<file path="config.mk">
export PLATFORM = sky130hd
export DESIGN_NAME = fec_secded_decoder
export DESIGN_NICKNAME = d
export VERILOG_FILES = /design/src/rtl/fec_secded_decoder.sv
export SDC_FILE = /design/constraint.sdc
export NUM_CORES = 1
export LEC_CHECK = 0
export CORE_ASPECT_RATIO = 1.2
export CORE_MARGIN = 8
export CORE_UTILIZATION = 57
export DETAILED_ROUTE_END_ITERATION = 10
export GPL_TIMING_DRIVEN = 1
export PLACE_DENSITY = 0.93
export SLEW_MARGIN = 0
export SYNTH_ARGS = -nofsm -noshare
export SYNTH_HDL_FRONTEND = slang
export SYNTH_SLANG_ARGS = --single-unit
</file>
<file path="constraint.sdc">
create_clock -name clk -period 5.1 [get_ports clk]
set_input_delay 1.02 -clock clk [delete_from_list [all_inputs] [get_ports clk]]
set_output_delay 1.02 -clock clk [all_outputs]
set_load 0.005 [all_outputs]
</file>
<file path="src/rtl/fec_secded_decoder.sv">
// Receive-side SECDED decoder: two extended-Hamming (8,4) codewords in, one byte out.
// The low codeword is decoded first, then the high one. Saturating counters track corrected and uncorrectable codewords.
module fec_secded_decoder #(
    parameter int unsigned CNT_W = 16
) (
    input  logic             clk,
    input  logic             rst_n,
    input  logic             en,
    input  logic             req,
    input  logic [15:0]      data_in,
    input  logic             clr_counts,
    output logic             ack,
    output logic [7:0]       data_out,
    output logic             err_corrected,
    output logic             err_uncorrectable,
    output logic [CNT_W-1:0] corr_count,
    output logic [CNT_W-1:0] uncorr_count
);

    typedef enum logic [1:0] {IDLE, DEC_LO, DEC_HI, DONE} state_t;

    localparam logic [CNT_W-1:0] CNT_MAX = {CNT_W{1'b1}};

    state_t           state_q, state_n;
    logic [15:0]      cap_q, cap_n;
    logic [7:0]       data_q, data_n;
    logic             corr_q, corr_n;
    logic             unc_q, unc_n;
    logic             ack_q, ack_n;
    logic [CNT_W-1:0] ccnt_q, ccnt_n;
    logic [CNT_W-1:0] ucnt_q, ucnt_n;
    logic [5:0]       dec_c;

    // Returns {uncorrectable, corrected, d3, d2, d1, d0} for one codeword
    function automatic logic [5:0] decode_cw(input logic [7:0] cw);
        logic [2:0] s;
        logic       p;
        logic [7:0] fixed;
        s[0]  = cw[1] ^ cw[3] ^ cw[5] ^ cw[7];
        s[1]  = cw[2] ^ cw[3] ^ cw[6] ^ cw[7];
        s[2]  = cw[4] ^ cw[5] ^ cw[6] ^ cw[7];
        p     = ^cw;
        fixed = cw;
        if (p && (s != 3'd0)) begin
            fixed[s] = ~cw[s];
        end
        return {(!p) && (s != 3'd0), p, fixed[7], fixed[6], fixed[5], fixed[3]};
    endfunction

    assign dec_c = decode_cw((state_q == DEC_HI) ? cap_q[15:8] : cap_q[7:0]);

    always_ff @(posedge clk or negedge rst_n) begin
        if (!rst_n) begin
            state_q <= IDLE;
            cap_q   <= 16'd0;
            data_q  <= 8'd0;
            corr_q  <= 1'b0;
            unc_q   <= 1'b0;
            ack_q   <= 1'b0;
            ccnt_q  <= '0;
            ucnt_q  <= '0;
        end else begin
            state_q <= state_n;
            cap_q   <= cap_n;
            data_q  <= data_n;
            corr_q  <= corr_n;
            unc_q   <= unc_n;
            ack_q   <= ack_n;
            ccnt_q  <= ccnt_n;
            ucnt_q  <= ucnt_n;
        end
    end

    always_comb begin
        logic inc_corr;
        logic inc_unc;
        state_n  = state_q;
        cap_n    = cap_q;
        data_n   = data_q;
        corr_n   = corr_q;
        unc_n    = unc_q;
        ack_n    = ack_q;
        inc_corr = 1'b0;
        inc_unc  = 1'b0;

        if (en) begin
            case (state_q)
                IDLE: begin
                    if (req) begin
                        cap_n   = data_in;
                        state_n = DEC_LO;
                    end
                end
                // Low result overwrites the flags, which clears those of the previous message
                DEC_LO: begin
                    data_n[3:0] = dec_c[3:0];
                    corr_n      = dec_c[4];
                    unc_n       = dec_c[5];
                    inc_corr    = dec_c[4];
                    inc_unc     = dec_c[5];
                    state_n     = DEC_HI;
                end
                DEC_HI: begin
                    data_n[7:4] = dec_c[3:0];
                    corr_n      = corr_q | dec_c[4];
                    unc_n       = unc_q | dec_c[5];
                    inc_corr    = dec_c[4];
                    inc_unc     = dec_c[5];
                    state_n     = DONE;
                end
                DONE: begin
                    if (!ack_q) begin
                        ack_n = 1'b1;
                    end else if (!req) begin
                        ack_n   = 1'b0;
                        state_n = IDLE;
                    end
                end
                default: state_n = IDLE;
            endcase
        end

        // Clear wins over a same-cycle increment; increments stop at all-ones
        ccnt_n = ccnt_q;
        ucnt_n = ucnt_q;
        if (clr_counts) begin
            ccnt_n = '0;
            ucnt_n = '0;
        end else begin
            if (inc_corr && (ccnt_q != CNT_MAX)) ccnt_n = ccnt_q + CNT_W'(1);
            if (inc_unc && (ucnt_q != CNT_MAX))  ucnt_n = ucnt_q + CNT_W'(1);
        end
    end

    assign ack               = ack_q;
    assign data_out          = data_q;
    assign err_corrected     = corr_q;
    assign err_uncorrectable = unc_q;
    assign corr_count        = ccnt_q;
    assign uncorr_count      = ucnt_q;

endmodule

</file>
==> metrics.cfg, run 1 <==
[placement]
pre_cts_slack_ps=1656
place.gp.congestion=0.8946
place_inst=497
io_buffers=63
hpwl_um=6253
place_area_um2=4243

[route]
drt_iter0_drc=173
first_pass_iters=4
route.antenna.remaining_nets=0
routed-via-count=3054
wl_per_cell_um=16.66
via_per_inst=5.953
wl_um=8548
drc=0

[timing]
min_period_over_period=0.6760
final-hold-violation-count=0
fin_tns_setup_ps=0
rsz0062_at_grt=no
fin_skew_ps=7.338
maxSlewViolCount=0
slew_headroom=0.1936
layout_setup_ws_ps=1652
fmax_mhz=290.1
fin_crit_ps=3448
setup_viol=0
worst_pin_slew_ps=1206
whs_ps=478.6

[clock_network]
clk_path_buf_depth=2
h-tree-depth=3
cts_root_buf=clkbuf_8
post_cts_buffers=0
cts_tree=done
clk_pin_slew_worst_paths_ps=70
cts_inserted_buffers=9
cts_hold_buf=0
cts-resized-gates=0
clock_sinks=61
clk_latency_ps=350

[global_route]
grt_max_degree=62
gr-total-overflow=0
antenna_found_initial=0
grtUsageTotal=0.1985
grt_pass1_wl_um=14030
grt_pass1_vias=3080

[setup_path]
rr_worst_depth=9
crit_type=reg -> reg
cp.required_ps=5340
cp_max_fo=31
end_kind=flop
crit_path_start_kind=flop
cp_data_arrival_time_ps=3680

[floorplan]
die_y_um=103.1
core_area_um2=6090
initial_core_util=0.5911
ios=64
rows=31
die_w_um=88.55
fp.dieArea_um2=9125

[finish]
area_growth_pct=24.12
utilization=0.7337
mostFrequentLayoutCell=clkdlybuf4s50_1
nFillCells=449
final_cells=513
final_cell_mix=62 x clkdlybuf4s50_1, 61 x dfrtp_1, 29 x nand2_1, 29 x nor2_1, 21 x xor2_1
postLayoutCellArea_um2=4468
diodes=0
layout.nets=453
drive_gt1_frac=0.1021

[synth]
netlist_instances=368
synth-async-reset-ratio=1.000
synth_nets=395
ys.flop_type=dfrtp_1
avgSynthCellArea_um2=9.782
ys_seq_area_frac=0.4241
synth_seq_cells=61
synth_cell_types=48
synth_edf_count=0
synth_warnings=0
synth_area_um2=3600

[job]
max_cap_violations=0

[worst_hold_path]
holdPathStages=1
min_path_type=reg -> reg

[status]
status=finished, final reports clean

[pwr]
p_leak_nw=1.795
finalPower_mw=2.892
p_per_area_nw_per_um2=647.2
vdd_drop_max_v=0.0005889

registers in the layout, summed over array words and instances (netlist names):
signal             count
cap_q                 16
corr_count            16
uncorr_count          16
data_out               8
state_q                2
ack                    1
err_corrected          1
err_uncorrectable      1
worst paths after layout:
kind                        startpoint               to  slack, ps
min in group asynchronous        rst_n       state_q[1]        800
hold reg to reg            data_out[7]      data_out[7]        480
setup / recovery            state_q[0]  uncorr_count[4]       1650
hold / removal             data_out[7]      data_out[7]        480
max in group asynchronous        rst_n  uncorr_count[6]       3770
setup reg to reg            state_q[0]  uncorr_count[4]       1650
power breakdown:
| part | internal [mW] | switching (mW) | leakage [nW] |
|---|---|---|---|
| sequential | 0.603 | 0.122 | 0.799 |
| clock | 0.300 | 0.193 | 0.116 |
| combinational | 0.628 | 1.05 | 0.880 |
critical path, stage by stage (launching register included):
cell and delay, ps:
dfrtp_1 390, inv_1 90, ha_1 210, buf_4 230, a32o_2 290, or3_1 490, xor2_4 260, a211oi_4 850
nor3_1 160, mux2_1 350
per-layer routing:
layer | up-vias | track usage | part of all wire
li1 | 1445 | - | -
met1 | 1480 | 0.1985 | 0.38
met2 | 111 | 0.3621 | 0.54
met3 | 18 | 0.06220 | 0.063
met4 | 0 | 0.09387 | 0.015
met5 | - | 0 | 0
synth_stat cells (3+ instances only):
cell type | count | area [um^2]
dfrtp_1 | 61 | 1526
nand2_1 | 29 | 108.9
nor2_1 | 29 | 108.9
xor2_1 | 21 | 183.9
a21oi_1 | 20 | 100.1
mux2_2 | 20 | 225.2
nand3_1 | 16 | 80.08
mux2i_1 | 15 | 150.1
nand4_1 | 13 | 81.33
o21ai_0 | 13 | 65.06
o31ai_1 | 13 | 97.59
or4_1 | 11 | 82.58
clkbuf_1 | 10 | 37.54
inv_1 | 10 | 37.54
xnor2_1 | 9 | 78.83
nor3_1 | 8 | 40.04
and3_1 | 6 | 37.54
ha_1 | 6 | 75.07
nor2b_1 | 6 | 37.54
o22ai_1 | 5 | 31.28
nand2b_1 | 4 | 25.02
or3_1 | 4 | 25.02
and2_1 | 3 | 18.77
buf_6 | 3 | 33.78
cell families after synthesis:
logic type | synth area share
AOI/OAI and AO/OA | 0.1151
xor gates and xnor gates | 0.08064
adders and majority gates | 0.02085
buffers and inverters | 0.03823
DFF | 0.4241
muxes | 0.1206
and+or+nand+nor | 0.2006
layout make-up:
type	instances	area (um^2)	share of cell area
clock inverter	4	70.07	0.01568
sequential	61	1526	0.3416
inverter	10	37.54	0.008401
multi-input combinational	279	1936	0.4332
tap	82	102.6	0.02296
clock buffer	12	155.1	0.03472
timing repair buffer	65	640.6	0.1434
Power figures use the tool's default switching activity.
==> run 2, diff against run 1 <==
--- a/config.mk
+++ b/config.mk
@@ -7,10 +7,10 @@
 export LEC_CHECK = 0
 export CORE_ASPECT_RATIO = 1.2
 export CORE_MARGIN = 8
-export CORE_UTILIZATION = 57
+export CORE_UTILIZATION = 48
 export DETAILED_ROUTE_END_ITERATION = 10
 export GPL_TIMING_DRIVEN = 1
-export PLACE_DENSITY = 0.93
+export PLACE_DENSITY = 0.84
 export SLEW_MARGIN = 0
 export SYNTH_ARGS = -nofsm -noshare
 export SYNTH_HDL_FRONTEND = slang
==> constraint.sdc (replaced) <==
create_clock -name clk -period 3.1 [get_ports clk]
set_input_delay 0.62 -clock clk [delete_from_list [all_inputs] [get_ports clk]]
set_output_delay 0.62 -clock clk [all_outputs]
set_load 0.005 [all_outputs]
==> metrics.cfg, run 2 (synthesized netlist as in run 1, its figures left out) <==
[setup_path]
regToRegEndpoint=uncorr_count[10]
cp_max_fo=31
crit_type=reg -> reg
crit_path_start_kind=flop
r2r_slack_ps=210
rr_worst_depth=10
cp_data_arrival_time_ps=3150
cp.required_ps=3360
end_kind=flop
reg2reg_from=state_q[0]

[pwr]
p_comb_frac=0.592
vdd_drop_max_v=0.0009466
pwr-share-seq=0.225
p_leak_nw=1.854
switching_share=0.4491
clockPowerShare=0.183
p_per_area_nw_per_um2=1151
p_switching_mw=2.382
p_int_mw=2.921

[finish]
area_growth_pct=27.95
drive_gt1_frac=0.1279
postLayoutCellArea_um2=4606
final_cells=528
diodes=0
final_cell_mix=62 x clkdlybuf4s50_1, 61 x dfrtp_1, 29 x nand2_1, 29 x nor2_1, 21 x xor2_1
layout.nets=460
mostFrequentLayoutCell=clkdlybuf4s50_1
utilization=0.6331

[floorplan]
initial_core_util=0.4948
die_y_um=110.9
die_w_um=95.06
core_area_um2=7274
rows=34
fp.dieArea_um2=10540
ios=64

[placement]
place_area_um2=4305
place_inst=512
hpwl_um=6272
place.gp.congestion=0.8853
io_buffers=63

[timing]
rsz0062_at_grt=no
min_period_over_period=0.9327
fin_tns_setup_ps=0
maxSlewViolCount=0
fmax_mhz=345.8
whs_ps=273.6
fin_crit_ps=2891
slew_headroom=0.5209
worst_pin_slew_ps=716.7
setup_viol=0
fin_skew_ps=11.24
final-hold-violation-count=0

[clock_network]
post_cts_buffers=0
cts_inserted_buffers=9
cts_tree=done
clk_path_buf_depth=2
clock_sinks=61
clk_latency_ps=340
cts_root_buf=clkbuf_8
h-tree-depth=3
clk_pin_slew_worst_paths_ps=70

[route]
wl_um=8572
via_per_inst=5.848
routed-via-count=3088
first_pass_iters=5
drt_iter0_drc=118
route.antenna.remaining_nets=0
wl_per_cell_um=16.23
drc=0

[global_route]
globalRouteMet1Util=0.1963
grtUsageTotal=0.1700
grt_max_degree=37
antenna_found_initial=0
grt_use_met3=0.03523
grt_pass1_vias=3155
busiest_layer=met2
gr-total-overflow=0
grt_pass1_wl_um=14690
use_met2=0.2862

[job]
max_cap_violations=0

[worst_hold_path]
min_path_type=in -> async

[status]
status=finished, final reports clean

[run 2: what timing repair did]
| item | 4_1_cts | 5_1_grt |
|---|---|---|
| hold buffers | 0 | 0 |
| setup endpoints to repair | 0 | 15 |
| resized for setup | 0 | 6 |
[run 2: metrics by stage]
step / power, mW / setup slack, ps
5_1_grt: 5.679 / 1.750
6_report: 5.303 / 208.5
3_3_place_gp: 4.090 / 242.7
2_1_floorplan: 3.579 / 393.1
3_5_place_dp: 4.208 / 93.68
4_1_cts: 5.193 / 91.27
[run 2: per-layer routing]
metal  part of all wire  up-vias
met3              0.062       23
met1               0.40     1489
li1                   -     1463
met2               0.51      113
met4              0.030        0
met5                  0        -
[run 2: worst max-delay path by stage]
stage                     from          endpoint  slack (ps)  cells past startpoint
global placement    state_q[0]   uncorr_count[8]         240                     10
CTS                 state_q[0]  uncorr_count[10]          90                     10
finish              state_q[0]  uncorr_count[10]         210                     10
global route        state_q[0]  uncorr_count[13]           2                     10
detailed placement  state_q[0]  uncorr_count[10]          90                     10
floorplan           state_q[0]  uncorr_count[11]         390                     11
[run 2: worst max-delay path, stage by stage, from the launching register on]
cell	delay, ps
dfrtp_1	410
inv_1	90
ha_1	260
buf_4	290
mux2i_2	370
nand2_1	150
o22ai_1	280
a211oi_4	100
buf_6	180
or4_1	500
a21oi_1	170
[run 2: final cells by class]
type | instances | area [um^2]
flip-flops and latches | 61 | 1526
multi-input cells | 279 | 1961
clock inverters | 6 | 133.9
inverters | 10 | 37.54
clock buffers | 10 | 137.6
fillers | 606 | 2669
repair buffers | 72 | 696.9
well taps | 90 | 112.6
[run 2: power by group through the flow]
stage	clock, mW	combinational (mW)	sequential [mW]
5_1_grt	1.01	3.44	1.22
6_report	0.971	3.14	1.19
4_1_cts	0.984	3.01	1.19
3_3_place_gp	0	2.89	1.20
2_1_floorplan	0	2.43	1.15
3_5_place_dp	0	3.00	1.20
==> run 3, diff against run 2 <==
--- a/config.mk
+++ b/config.mk
@@ -7,10 +7,10 @@
 export LEC_CHECK = 0
 export CORE_ASPECT_RATIO = 1.2
 export CORE_MARGIN = 8
-export CORE_UTILIZATION = 48
+export CORE_UTILIZATION = 25
 export DETAILED_ROUTE_END_ITERATION = 10
 export GPL_TIMING_DRIVEN = 1
-export PLACE_DENSITY = 0.84
+export PLACE_DENSITY = 0.52
 export SLEW_MARGIN = 0
 export SYNTH_ARGS = -nofsm -noshare
 export SYNTH_HDL_FRONTEND = slang
==> metrics.cfg, run 3 (synthesized netlist as in run 1, its figures left out) <==
[route]
wl_um=9411
drt_iter0_drc=257
wl_per_cell_um=15.23
routed-via-count=3067
via_per_inst=4.963
first_pass_iters=4
drc=0
route.antenna.remaining_nets=0

[placement]
hpwl_um=6969
place_inst=601
io_buffers=63
place.gp.congestion=0.7942

[pwr]
p_leak_nw=1.884
p_per_area_nw_per_um2=1125
switching_share=0.4565
vdd_drop_max_v=0.0006571
p_comb_frac=0.598
p_int_mw=2.914
finalPower_mw=5.361
p_switching_mw=2.447
pwr-share-seq=0.222
clockPowerShare=0.180

[setup_path]
crit_type=reg -> reg
cp.required_ps=3350
crit_path_start_kind=flop
cp_data_arrival_time_ps=3200
end_kind=flop
cp_max_fo=31

[global_route]
gr-total-overflow=0
grtUsageTotal=0.1042
grt_pass1_vias=3078
grt_use_met3=0.02595
antenna_found_initial=0
globalRouteMet1Util=0.1208
grt_max_degree=33
grt_pass1_wl_um=15640
use_met2=0.1754
busiest_layer=met2

[finish]
final_cell_mix=62 x clkdlybuf4s50_1, 61 x dfrtp_1, 29 x nand2_1, 29 x nor2_1, 21 x xor2_1
drive_gt1_frac=0.1354
mostFrequentLayoutCell=clkdlybuf4s50_1
layout.nets=466
area_growth_pct=32.43
final_cells=618
diodes=0

[timing]
fin_skew_ps=6.529
slew_headroom=0.4742
min_period_over_period=0.9522
whs_ps=361.9
fin_tns_setup_ps=0
fmax_mhz=338.8
worst_pin_slew_ps=786.6
setup_viol=0
rsz0062_at_grt=no
maxSlewViolCount=0
fin_crit_ps=2952
final-hold-violation-count=0

[status]
status=finished, final reports clean

[floorplan]
initial_core_util=0.2529
fp.dieArea_um2=18510
die_w_um=125.5
core_area_um2=14230
rows=48
ios=64
die_y_um=147.4

[clock_network]
cts_tree=done
clk_path_buf_depth=2
cts_hold_buf=0
clk_latency_ps=330
h-tree-depth=3
cts_inserted_buffers=9
clk_pin_slew_worst_paths_ps=50
clock_sinks=61
cts_root_buf=clkbuf_16

[job]
max_cap_violations=0

[worst_hold_path]
min_path_type=in -> async

## run 3: cell count changes in the layout (fill, tap and decap cells not counted), sizes merged
cell      before  now
clkinvlp       0    2
clkbuf        10   12
bufinv         4    0
buf           10   16
clkinv         2    1
## run 3: final timing paths
check	start	end	slack (ps)	depth (start not counted)
setup / recovery	state_q[0]	uncorr_count[5]	150	10
hold / removal	rst_n	uncorr_count[8]	360	1
setup reg to reg	state_q[0]	uncorr_count[5]	150	10
hold reg to reg	data_out[2]	data_out[2]	490	2
max in group asynchronous	rst_n	cap_q[1]	2010	2
min in group clk	data_out[2]	data_out[2]	490	2
## run 3: repair_timing
| item | CTS | global route |
|---|---|---|
| resized for setup | 0 | 3 |
| buffers inserted | 0 | 2 |
| endpoints found under the hold margin | 0 | 0 |
| setup endpoints to repair | 0 | 14 |
## run 3: metrics by stage
step	util	setup slack (ps)	cell area, um^2
detailed placement	0.3129	107.0	4454
global route	0.3349	1.960	4767
finish	0.3349	148.2	4767
CTS	0.3331	84.39	4741
global placement	0.3129	200.2	4454
floorplan	-	393.1	3600
## run 3: area by class of cell
cell class	instances	area (um^2)
Timing Repair Buffer	78	750.7
Multi-Input combinational cell	279	1947
Sequential cell	61	1526
Tap cell	175	219.0
Inverter	10	37.54
Fill cell	1473	9467
Clock buffer	12	266.5
Clock inverter	3	20.02
## run 3: power by group through the flow
stage	Combinational [mW]	Sequential [mW]	Clock [mW]
global placement	3.03	1.21	0
finish	3.20	1.19	0.964
detailed placement	3.08	1.21	0
floorplan	2.43	1.15	0
global route	3.54	1.23	1.04
CTS	3.09	1.20	0.999
## run 3: critical path: stages, from the launching register on
cell	delay [ps]
dfrtp_1	390
inv_1	80
ha_1	290
buf_12	190
a32o_2	260
or3_1	400
xor2_4	240
a211oi_4	80
buf_4	230
or4_1	530
a21oi_1	160
## run 3: layer usage
metal / up-vias / wire length (um)
met5: - / 0
met2: 88 / 4609
met1: 1489 / 4108
met3: 15 / 482
met4: 0 / 211
li1: 1475 / -
